## config.mk

```make
export PLATFORM = sky130hd
export DESIGN_NAME = fetch_sequencer
export DESIGN_NICKNAME = d
export VERILOG_FILES = /design/src/rtl/fetch_sequencer.sv
export SDC_FILE = /design/constraint.sdc
export NUM_CORES = 1
export LEC_CHECK = 0
export ABC_AREA = 0
export ABC_CLOCK_PERIOD_IN_PS = 2450
export BUFFER_PORTS_ARGS = -buffer_cell sky130_fd_sc_hd__buf_2
export CAP_MARGIN = 20
export CORE_MARGIN = 1.5
export CORE_UTILIZATION = 25
export DETAILED_ROUTE_END_ITERATION = 8
export SETUP_SLACK_MARGIN = 0.2
export SLEW_MARGIN = 20
export SYNTH_ARGS = -nofsm -noshare
export SYNTH_HDL_FRONTEND = slang
export SYNTH_SLANG_ARGS = --single-unit
```

## constraint.sdc

```tcl
create_clock -name clk -period 2.45 [get_ports clk]
set_input_delay 0.1225 -clock clk [delete_from_list [all_inputs] [get_ports clk]]
set_output_delay 0.1225 -clock clk [all_outputs]
set_load 0.05 [all_outputs]
```

## src/rtl/fetch_sequencer.sv

```systemverilog
// Program counter and fetch controller: drives a combinational instruction ROM
// and feeds decode through a 2-entry queue with redirect flush and start/halt control.
module fetch_sequencer #(
  parameter int              ADDR_W   = 32,
  parameter int              DATA_W   = 32,
  parameter logic [ADDR_W-1:0] RESET_PC = '0,
  parameter int              PC_STEP  = 4
) (
  input  logic              clk,
  input  logic              rst_n,
  input  logic              start,
  input  logic              halt_req,
  input  logic              redirect_valid,
  input  logic [ADDR_W-1:0] redirect_pc,
  output logic [ADDR_W-1:0] imem_addr,
  output logic              imem_en,
  input  logic [DATA_W-1:0] imem_data,
  output logic              instr_valid,
  input  logic              instr_ready,
  output logic [DATA_W-1:0] instr_out,
  output logic [ADDR_W-1:0] instr_pc,
  output logic              busy
);

  typedef enum logic [1:0] {IDLE, FETCH, HALT} state_t;

  state_t            state;
  logic [ADDR_W-1:0] pc;
  logic [1:0]        count;
  logic [ADDR_W-1:0] q_pc0, q_pc1;
  logic [DATA_W-1:0] q_data0, q_data1;
  logic              push, pop;
  logic [ADDR_W-1:0] redirect_aligned;

  assign redirect_aligned = redirect_pc & ~ADDR_W'(3);

  // A redirect cycle neither captures a fetched word nor hands one to decode.
  assign push        = (state == FETCH) && (count < 2'd2) && !redirect_valid && !halt_req;
  assign instr_valid = (count != 2'd0) && !redirect_valid;
  assign pop         = instr_valid && instr_ready;

  assign imem_addr = pc;
  assign imem_en   = push;
  assign instr_out = q_data0;
  assign instr_pc  = q_pc0;
  assign busy      = (state == FETCH) || (count != 2'd0);

  always_ff @(posedge clk or negedge rst_n) begin
    if (!rst_n) begin
      state   <= IDLE;
      pc      <= RESET_PC;
      count   <= 2'd0;
      q_pc0   <= '0;
      q_pc1   <= '0;
      q_data0 <= '0;
      q_data1 <= '0;
    end else begin
      case (state)
        IDLE:    if (start) state <= FETCH;
        FETCH:   if (halt_req) state <= HALT;
        HALT:    if (start) state <= FETCH;
        default: state <= IDLE;
      endcase

      if (redirect_valid) begin
        count <= 2'd0;
        pc    <= redirect_aligned;
      end else begin
        // Push with pop only happens at count==1, so the new word becomes the head.
        case ({push, pop})
          2'b10: begin
            if (count == 2'd0) begin
              q_pc0   <= pc;
              q_data0 <= imem_data;
            end else begin
              q_pc1   <= pc;
              q_data1 <= imem_data;
            end
            count <= count + 2'd1;
          end
          2'b01: begin
            q_pc0   <= q_pc1;
            q_data0 <= q_data1;
            count   <= count - 2'd1;
          end
          2'b11: begin
            q_pc0   <= pc;
            q_data0 <= imem_data;
          end
          default: ;
        endcase
        if (push) pc <= pc + ADDR_W'(PC_STEP);
      end
    end
  end

endmodule

```

Yosys cells after proc, flatten, opt, wreduce, memory -nomap -nowiden
Index checks and enable logic that the tools add are counted.

Register bits after elaboration: 164. Input bits: 70. Output and inout bits: 99. Logic and storage cells: 50.

Add/sub/neg operators: 3. Magnitude comparators: 1. Eq/ne operators: 8. Multiplexer cells: 11. Bitwise gates (word level): 2. Reduce and logical (&&, ||, !) cells: 18.

Operators by type and width (number): $pmux 32 s3 (2); $mux 32 (4); $add 32x3->32 const B (1); $pmux 2 s2 (2); $eq 2x2->1 const B (3); $mux 2 (3); $reduce_and 3->1 (2); $reduce_bool 3->1 (2); $logic_and 1x1->1 (5); $eq 2x1->1 const B (2); $logic_not 2->1 (2); $ne 2x2->1 const B (2); $reduce_bool 2->1 (2); $add 2x1->2 const B (1); $logic_not 1->1 (2); $lt 2x2->1 const B (1); $ne 2x1->1 const B (1); $not 1->1 (2); $reduce_and 2->1 (1); $reduce_or 2->1 (1); $sub 2x1->2 const B (1); $logic_or 1x1->1 (1).

Logic depth before layout (Yosys ltp)
Gate-level depths: netlist of the first run.

Depth after elaboration: 7. Depth in mapped cells: 7.

Worst setup path after synthesis of the first run
No wires, ideal clock.

Path kind: reg-to-reg. From: register count[1]. To: register q_data1[0]. Setup time: 125 ps. Data arrival time: 2175 ps. Required time: 2325 ps. Setup slack: 150 ps. Cell stages (with the launch flop): 7. Buffers on the path: 3. Period minus slack after synthesis: 2300 ps. Path through: dfrtp_1 -> buf_6 -> or4b_1 -> buf_2 -> nor4_4 -> buf_6 -> mux2_4.

Word-level cells in the longest chain between the ends: 6. Elaborated cells between the ends (all ways): 11. Classes of those cells: order compare (1); eq/ne (1); bitwise (1); reduce/logical (8).

RTL lines: from (decl) (line 29) `logic [1:0] count;`; from (signal assigned) (line 79) `count <= count + 2'd1;`; from (signal assigned) (line 84) `count <= count - 2'd1;`; $lt 2x2->1 (line 38) `assign push = (state == FETCH) && (count < 2'd2) && !redirect_valid && !halt_req;`; $logic_and 1x1->1 (3 in series) (line 38); $eq 2x2->1 (line 70) `case ({push, pop})`; $reduce_and 3->1 (no source line) (*); to (signal assigned) (line 77) `q_data1 <= imem_data;`; to (decl) (line 31) `logic [DATA_W-1:0] q_data0, q_data1;`.

Mark *: on every way between the ends. The rest lies on a longest branch, timed or not. A chain may end at the register's enable or synchronous reset.

Worst setup path after layout of the first run
From: register count[1]. To: register q_data0[2] (netlist: instr_out[2]).

Word-level cells in the longest chain between the ends: 7. Elaborated cells between the ends (all ways): 15. Classes of those cells: order compare (1); eq/ne (4); mux (1); reduce/logical (9).

RTL lines: $lt 2x2->1 (line 38); $logic_and 1x1->1 (3 in series) (line 38); $eq 2x2->1 or $eq 2x1->1 (tied branches) (line 70); $ne 2x2->1 (no source line) or $reduce_bool 3->1 (tied branches); $reduce_and 3->1 (no source line); to (signal assigned) (line 74) `q_data0 <= imem_data;`; to (signal assigned) (line 83) `q_data0 <= q_data1;`; to (signal assigned) (line 88) `q_data0 <= imem_data;`; to (decl) (line 31).

Parallel ways exist; a longest one is shown, timed or not.

==> results.toml, run 1 <==
[clock_network]
clkTransAtPathRegs_ns = 0.07
cts.sink_count = 158
numCtsBuffers = 17
cts_tree = "yes"
clock_latency_ns = 0.43
cts_root_buffer = "clkbuf_16"
cts.htree.levels = 4
cts_buffer_depth = 2

[timing]
finalSetupViolations = 0
fin_tns_setup_ns = 0
max_slew_margin_pct = 59.6
whs_ns = 0.0898
timing.final.crit_share_pct = 86.7
setup_ws_ns = 0.327
worst_slew_pin_slew_ns = 0.606
period_minus_slack_ns = 2.12
rsz0062_at_grt = "false"
hold_viol = 0
skew_ns = 0.00849
drv_slew = 0
max_freq_ghz = 0.471

[flow_run]
drv_cap = 0

[routing]
via_count = 5478
first_pass_iters = 6
drt_iter0_drc = 169
wl_per_cell_um = 16.9
antenna_left = 0
finalWirelength_mm = 20.6
viasPerCell = 4.50
drc = 0

[floorplan]
core_area_mm2 = 0.0299
rows = 63
die_height_um = 178
ios = 169
start_util_pct = 25.7
dieArea_mm2 = 0.0317
fp.dieW_um = 178

[global_route]
gr-total-overflow = 0
grt_util_met2_pct = 21.4
grt_usage_pct = 13.3
grt_pass1_vias = 5645
grt_pass1_wl_mm = 32.0
grt_busiest_layer = "met2"
antenna_found_initial = 1
grt_max_degree = 60
grtUsageMet3_pct = 4.11
use_met1_pct = 17.2

[pwr]
vdd_drop_max_mv = 0.725
p_seq_share_pct = 35.9
power_switching_mw = 4.55
p_leak_nw = 4.61
pwr-share-comb_pct = 39.6
intPower_mw = 6.23
power_density_mw_per_mm2 = 1050
pwr-share-clk_pct = 24.5
swShare_pct = 42.2

[logic_synthesis]
syn_area_per_cell_um2 = 13.2
yosysWarnings = 0
synthArstFlopShare_pct = 100
synthDistinctLibCells = 42
synth_seq_area_share_pct = 51.6
synth-edff-count = 0
netlist_instances = 579
ys_ff_latch = 158
synth_area_mm2 = 0.00766
synth_ff_type = "dfrtp_1"

[worst_setup_path]
crit_fanout = 37
r2r_start = "count[1]"
reg2reg_to = "instr_out[2]"
cp.required_ns = 2.77
reg2reg_depth = 5
endpoint_kind = "register"
r2r_setup_slack_ns = 0.33
arrival_ns = 2.44
worstSetupPathType = "reg2reg"
critPathLaunchType = "register"

[place]
place.gp.congestion = 0.764
port_buffers = 162
dp_slack_ns = 0.152
hpwlAfterDp_mm = 13.5
post-place-cells = 1120

[hold_path]
hold-path-endpoint = "state[0]"
min_path_type = "in2reg"
hp-start = "halt_req"
hold_depth = 3

[finish]
fin_cells = 1217
utilization_pct = 34.4
drive_gt1_share_pct = 50.0
mostFrequentLayoutCell = "buf_2"
area.growth.synth_to_final_pct = 34.0
fill_cells = 2952
finalNetCount = 884
layout.cells.most_common_list = "160 x buf_2, 158 x dfrtp_1, 124 x mux2_2"

[run_status]
outcome = "completed"
logic make-up (layout without fill, tap and decap cells):
logic type | Yosys count | after routing | synth area share (%)
AOI/OAI and AO/OA | 60 | 60 | 4.85
and+or+nand+nor | 117 | 117 | 8.70
other | 1 | 5 | 0.0489
buffers and inverters | 47 | 291 | 3.40
DFF | 158 | 158 | 51.6
muxes | 186 | 186 | 30.2
xor gates and xnor gates | 9 | 9 | 1.03
adders and majority gates | 1 | 1 | 0.163
registers in the layout (all words and copies together), names as in the netlist:
| name | cells |
|---|---|
| instr_out | 32 |
| q_data1 | 32 |
| imem_addr | 30 |
| instr_pc | 30 |
| q_pc1 | 30 |
| count | 2 |
| state | 2 |
repair_timing:
item                                    in CTS  in global routing
endpoints found under the setup margin      52                 90
hold buffers                                64                  0
setup buffers                                0                  0
endpoints found under the hold margin      119                  0
gates resized for setup                      2                  2
cell type report:
| cell class | instances | area [um^2] | share of cell area (%) |
|---|---|---|---|
| Tap cell | 390 | 488 | 4.75 |
| Antenna cell | 1 | 2.50 | 0.0244 |
| Timing Repair Buffer | 252 | 1730 | 16.8 |
| Clock buffer | 18 | 439 | 4.28 |
| Multi-Input combinational cell | 377 | 3490 | 34.0 |
| Inverter | 7 | 26.3 | 0.256 |
| Sequential cell | 158 | 3950 | 38.5 |
| Clock inverter | 14 | 135 | 1.32 |
power by group through the flow:
stage | combinational, mW | clock, mW | sequential (mW)
after floorplan | 1.17 | 0 | 5.85
after global placement | 4.17 | 0 | 3.87
after detailed placement | 4.21 | 0 | 3.91
after CTS | 4.31 | 2.76 | 3.87
after global routing | 4.49 | 2.85 | 3.97
final | 4.27 | 2.65 | 3.87
synthesized netlist by cell type, drive strengths merged, types with 2 or more instances:
cell type | n | area, um^2
or4 | 12 | 90.1
dfrtp | 158 | 3950
nor3b | 2 | 15.0
o31ai | 10 | 75.1
nor4 | 2 | 27.5
or3 | 6 | 37.5
a21oi | 2 | 10.0
o211ai | 3 | 22.5
xor2 | 5 | 43.8
and4 | 4 | 35.0
a22oi | 2 | 15.0
mux2 | 184 | 2300
buf | 24 | 174
nand2 | 22 | 82.6
xnor2 | 4 | 35.0
nor2b | 3 | 18.8
nand4 | 11 | 68.8
nor2 | 22 | 82.6
mux2i | 2 | 20.0
o21ai | 23 | 115
clkbuf | 16 | 60.1
nor4b | 2 | 32.5
nand3b | 2 | 15.0
inv | 7 | 26.3
nand3 | 18 | 90.1
a31oi | 17 | 106
and3 | 7 | 43.8
worst max path at each step:
stage	start	endpoint	slack (ns)	cells after the start
after global placement	count[1]	instr_pc[10]	0.17	5
final	count[1]	instr_out[2]	0.33	5
after global routing	count[1]	q_data1[31]	0.25	4
after floorplan	count[1]	instr_out[24]	0.15	7
after CTS	count[1]	instr_out[18]	0.20	5
after detailed placement	count[1]	instr_out[18]	0.15	5
worst max-delay path, cell delays in order (launching register included):
cell,delay (ns)
dfrtp_1,0.38
or4b_4,0.60
nand3_4,0.12
buf_12,0.24
mux2_2,0.37
mux2_2,0.26
layer usage:
metal  up-vias  wire length [um]  share of wire [%]
met3        12              1210                5.9
met1      2726              9660                 47
met4         0               229                1.1
met2       158              9490                 46
li1       2582                 -                  -
met5         -                 0                  0
metrics by stage:
step           power [mW]  area, um^2
2_1_floorplan        7.02        7680
3_3_place_gp         8.04        9040
3_5_place_dp         8.12        9040
4_1_cts              10.9       10300
5_1_grt              11.3       10300
6_report             10.8       10300
Power figures use the tool's default switching activity.
==> run 2: changes to the inputs <==
Settings changed: ABC_CLOCK_PERIOD_IN_PS 2450 to default, CTS_BUF_LIST from default to sky130_fd_sc_hd__clkbuf_8 sky130_fd_sc_hd__clkbuf_16, PLACE_DENSITY from default to 0.52.
==> run 2 against run 1 <==
- flip-flop and latch count did not move
- highest routed layer unchanged
- largest cell class unchanged
- worst hold slack improved by 0.0097 ns
- first-iteration DRC count rose by 53%
- final cell count rose by 1.3%
==> results.toml, run 2 (synthesis results as in run 1) <==
[routing]
via_count = 5565
drc = 0
antenna_left = 0
drt_iter0_drc = 258
viasPerCell = 4.51
first_pass_iters = 4
wl_per_cell_um = 17.9
finalWirelength_mm = 22.0

[run_status]
outcome = "completed"

[place]
dp_slack_ns = 0.157
port_buffers = 162
place.gp.congestion = 0.722
hpwlAfterDp_mm = 13.7
post-place-cells = 1122
placed_cell_area_mm2 = 0.00904

[timing]
fin_tns_setup_ns = 0
setup_ws_ns = 0.215
rsz0062_at_grt = "true"
timing.final.crit_share_pct = 91.2
finalSetupViolations = 0
drv_slew = 0
period_minus_slack_ns = 2.23
max_freq_ghz = 0.447
worst_slew_pin_slew_ns = 0.673
max_slew_margin_pct = 55.1
whs_ns = 0.0995
hold_viol = 0
skew_ns = 0.0100

[global_route]
grt_pass1_vias = 5716
grt_pass1_wl_mm = 32.5
antenna_found_initial = 2
gr-total-overflow = 0
grt_usage_pct = 13.7
grt_max_degree = 67

[finish]
mostFrequentLayoutCell = "buf_2"
final_area_mm2 = 0.0106
layout.cells.most_common_list = "161 x buf_2, 158 x dfrtp_1, 124 x mux2_2"
area.growth.synth_to_final_pct = 37.9
finalNetCount = 901
drive_gt1_share_pct = 50.7
fin_cells = 1233

[clock_network]
cts_buffer_depth = 2
cts.htree.levels = 4
clkTransAtPathRegs_ns = 0.06
numCtsBuffers = 17
cts.sink_count = 158
clock_latency_ns = 0.44
cts_tree = "yes"
cts_root_buffer = "clkbuf_16"

[worst_setup_path]
startpoint = "state[1]"
endpoint_kind = "register"
cp.required_ns = 2.77
r2r_setup_slack_ns = 0.22
critPathCapture = "instr_pc[27]"
r2r_start = "state[1]"
crit_fanout = 18
worstSetupPathType = "reg2reg"
reg2reg_depth = 6
critPathLaunchType = "register"
arrival_ns = 2.55
reg2reg_to = "instr_pc[27]"

[floorplan]
ios = 169
dieArea_mm2 = 0.0317
start_util_pct = 25.7
rows = 63
die_height_um = 178
fp.dieW_um = 178
core_area_mm2 = 0.0299

[flow_run]
drv_cap = 0

[hold_path]
min_path_type = "in2reg"

[pwr]
p_leak_nw = 4.77
vdd_drop_max_mv = 0.601
power_density_mw_per_mm2 = 1040
## run 2: changes by cell type in the layout (fill, tap and decap cells not counted), moves of 2 or more
cell,before,now
bufinv_16,1,4
buf_4,21,27
buf_16,0,3
buf_12,6,4
clkbuf_16,17,22
clkinv_4,4,0
buf_6,1,5
## run 2: per-stage QoR
stage | util (%) | total power, mW
floorplan | - | 7.02
global placement | 30.3 | 8.07
detailed placement | 30.3 | 8.12
CTS | 34.7 | 11.2
global route | 35.4 | 11.6
finish | 35.4 | 11.0
## run 2: worst min path at each step
| stage | start | cells past startpoint | to |
|---|---|---|---|
| after detailed placement | rst_n | 1 | instr_out[10] |
| after CTS | halt_req | 3 | state[0] |
| after global routing | halt_req | 3 | state[0] |
| after floorplan | rst_n | 0 | count[0] |
| after global placement | rst_n | 1 | q_data1[5] |
| final | halt_req | 3 | state[0] |
## run 2: area by class of cell
class | instances | area, um^2
fill | 2961 | 19300
sequential | 158 | 3950
multi-input combinational | 377 | 3490
timing repair buffer | 269 | 1990
tap | 390 | 488
clock buffer | 17 | 425
clock inverter | 14 | 193
inverter | 7 | 26.3
antenna | 1 | 2.50
## run 2: report_power, final
part           leakage, nW  total [mW]  switching [mW]  internal, mW
Clock                0.295        2.85            1.15          1.70
Sequential            1.97        3.85           0.442          3.40
Combinational         2.51        4.32            2.90          1.41
Total                 4.77        11.0            4.49          6.52
## run 2: repair_timing
| action | 4_1_cts | 5_1_grt |
|---|---|---|
| setup buffers | 2 | 6 |
| hold buffers | 64 | 0 |
| pin swaps | 1 | 3 |
| endpoints found under the hold margin | 125 | 0 |
| setup endpoints to repair | 101 | 125 |
| cloned | 2 | 5 |
| resized for setup | 5 | 6 |
## run 2: metal layers
| layer | vias to the layer above | global-route usage, % | part of all wire [%] |
|---|---|---|---|
| met5 | - | 0 | 0 |
| li1 | 2612 | - | - |
| met4 | 0 | 5.04 | 1.5 |
| met1 | 2773 | 17.2 | 46 |
| met2 | 160 | 22.0 | 46 |
| met3 | 20 | 4.31 | 5.6 |
## run 2: worst max-delay path, cell delays in order, from the launching register on
cell and delay [ns]:
dfrtp_1 0.38, or4b_4 0.55, buf_6 0.15, nand3_4 0.20
clkbuf_16 0.25, mux2_2 0.34, mux2_2 0.25
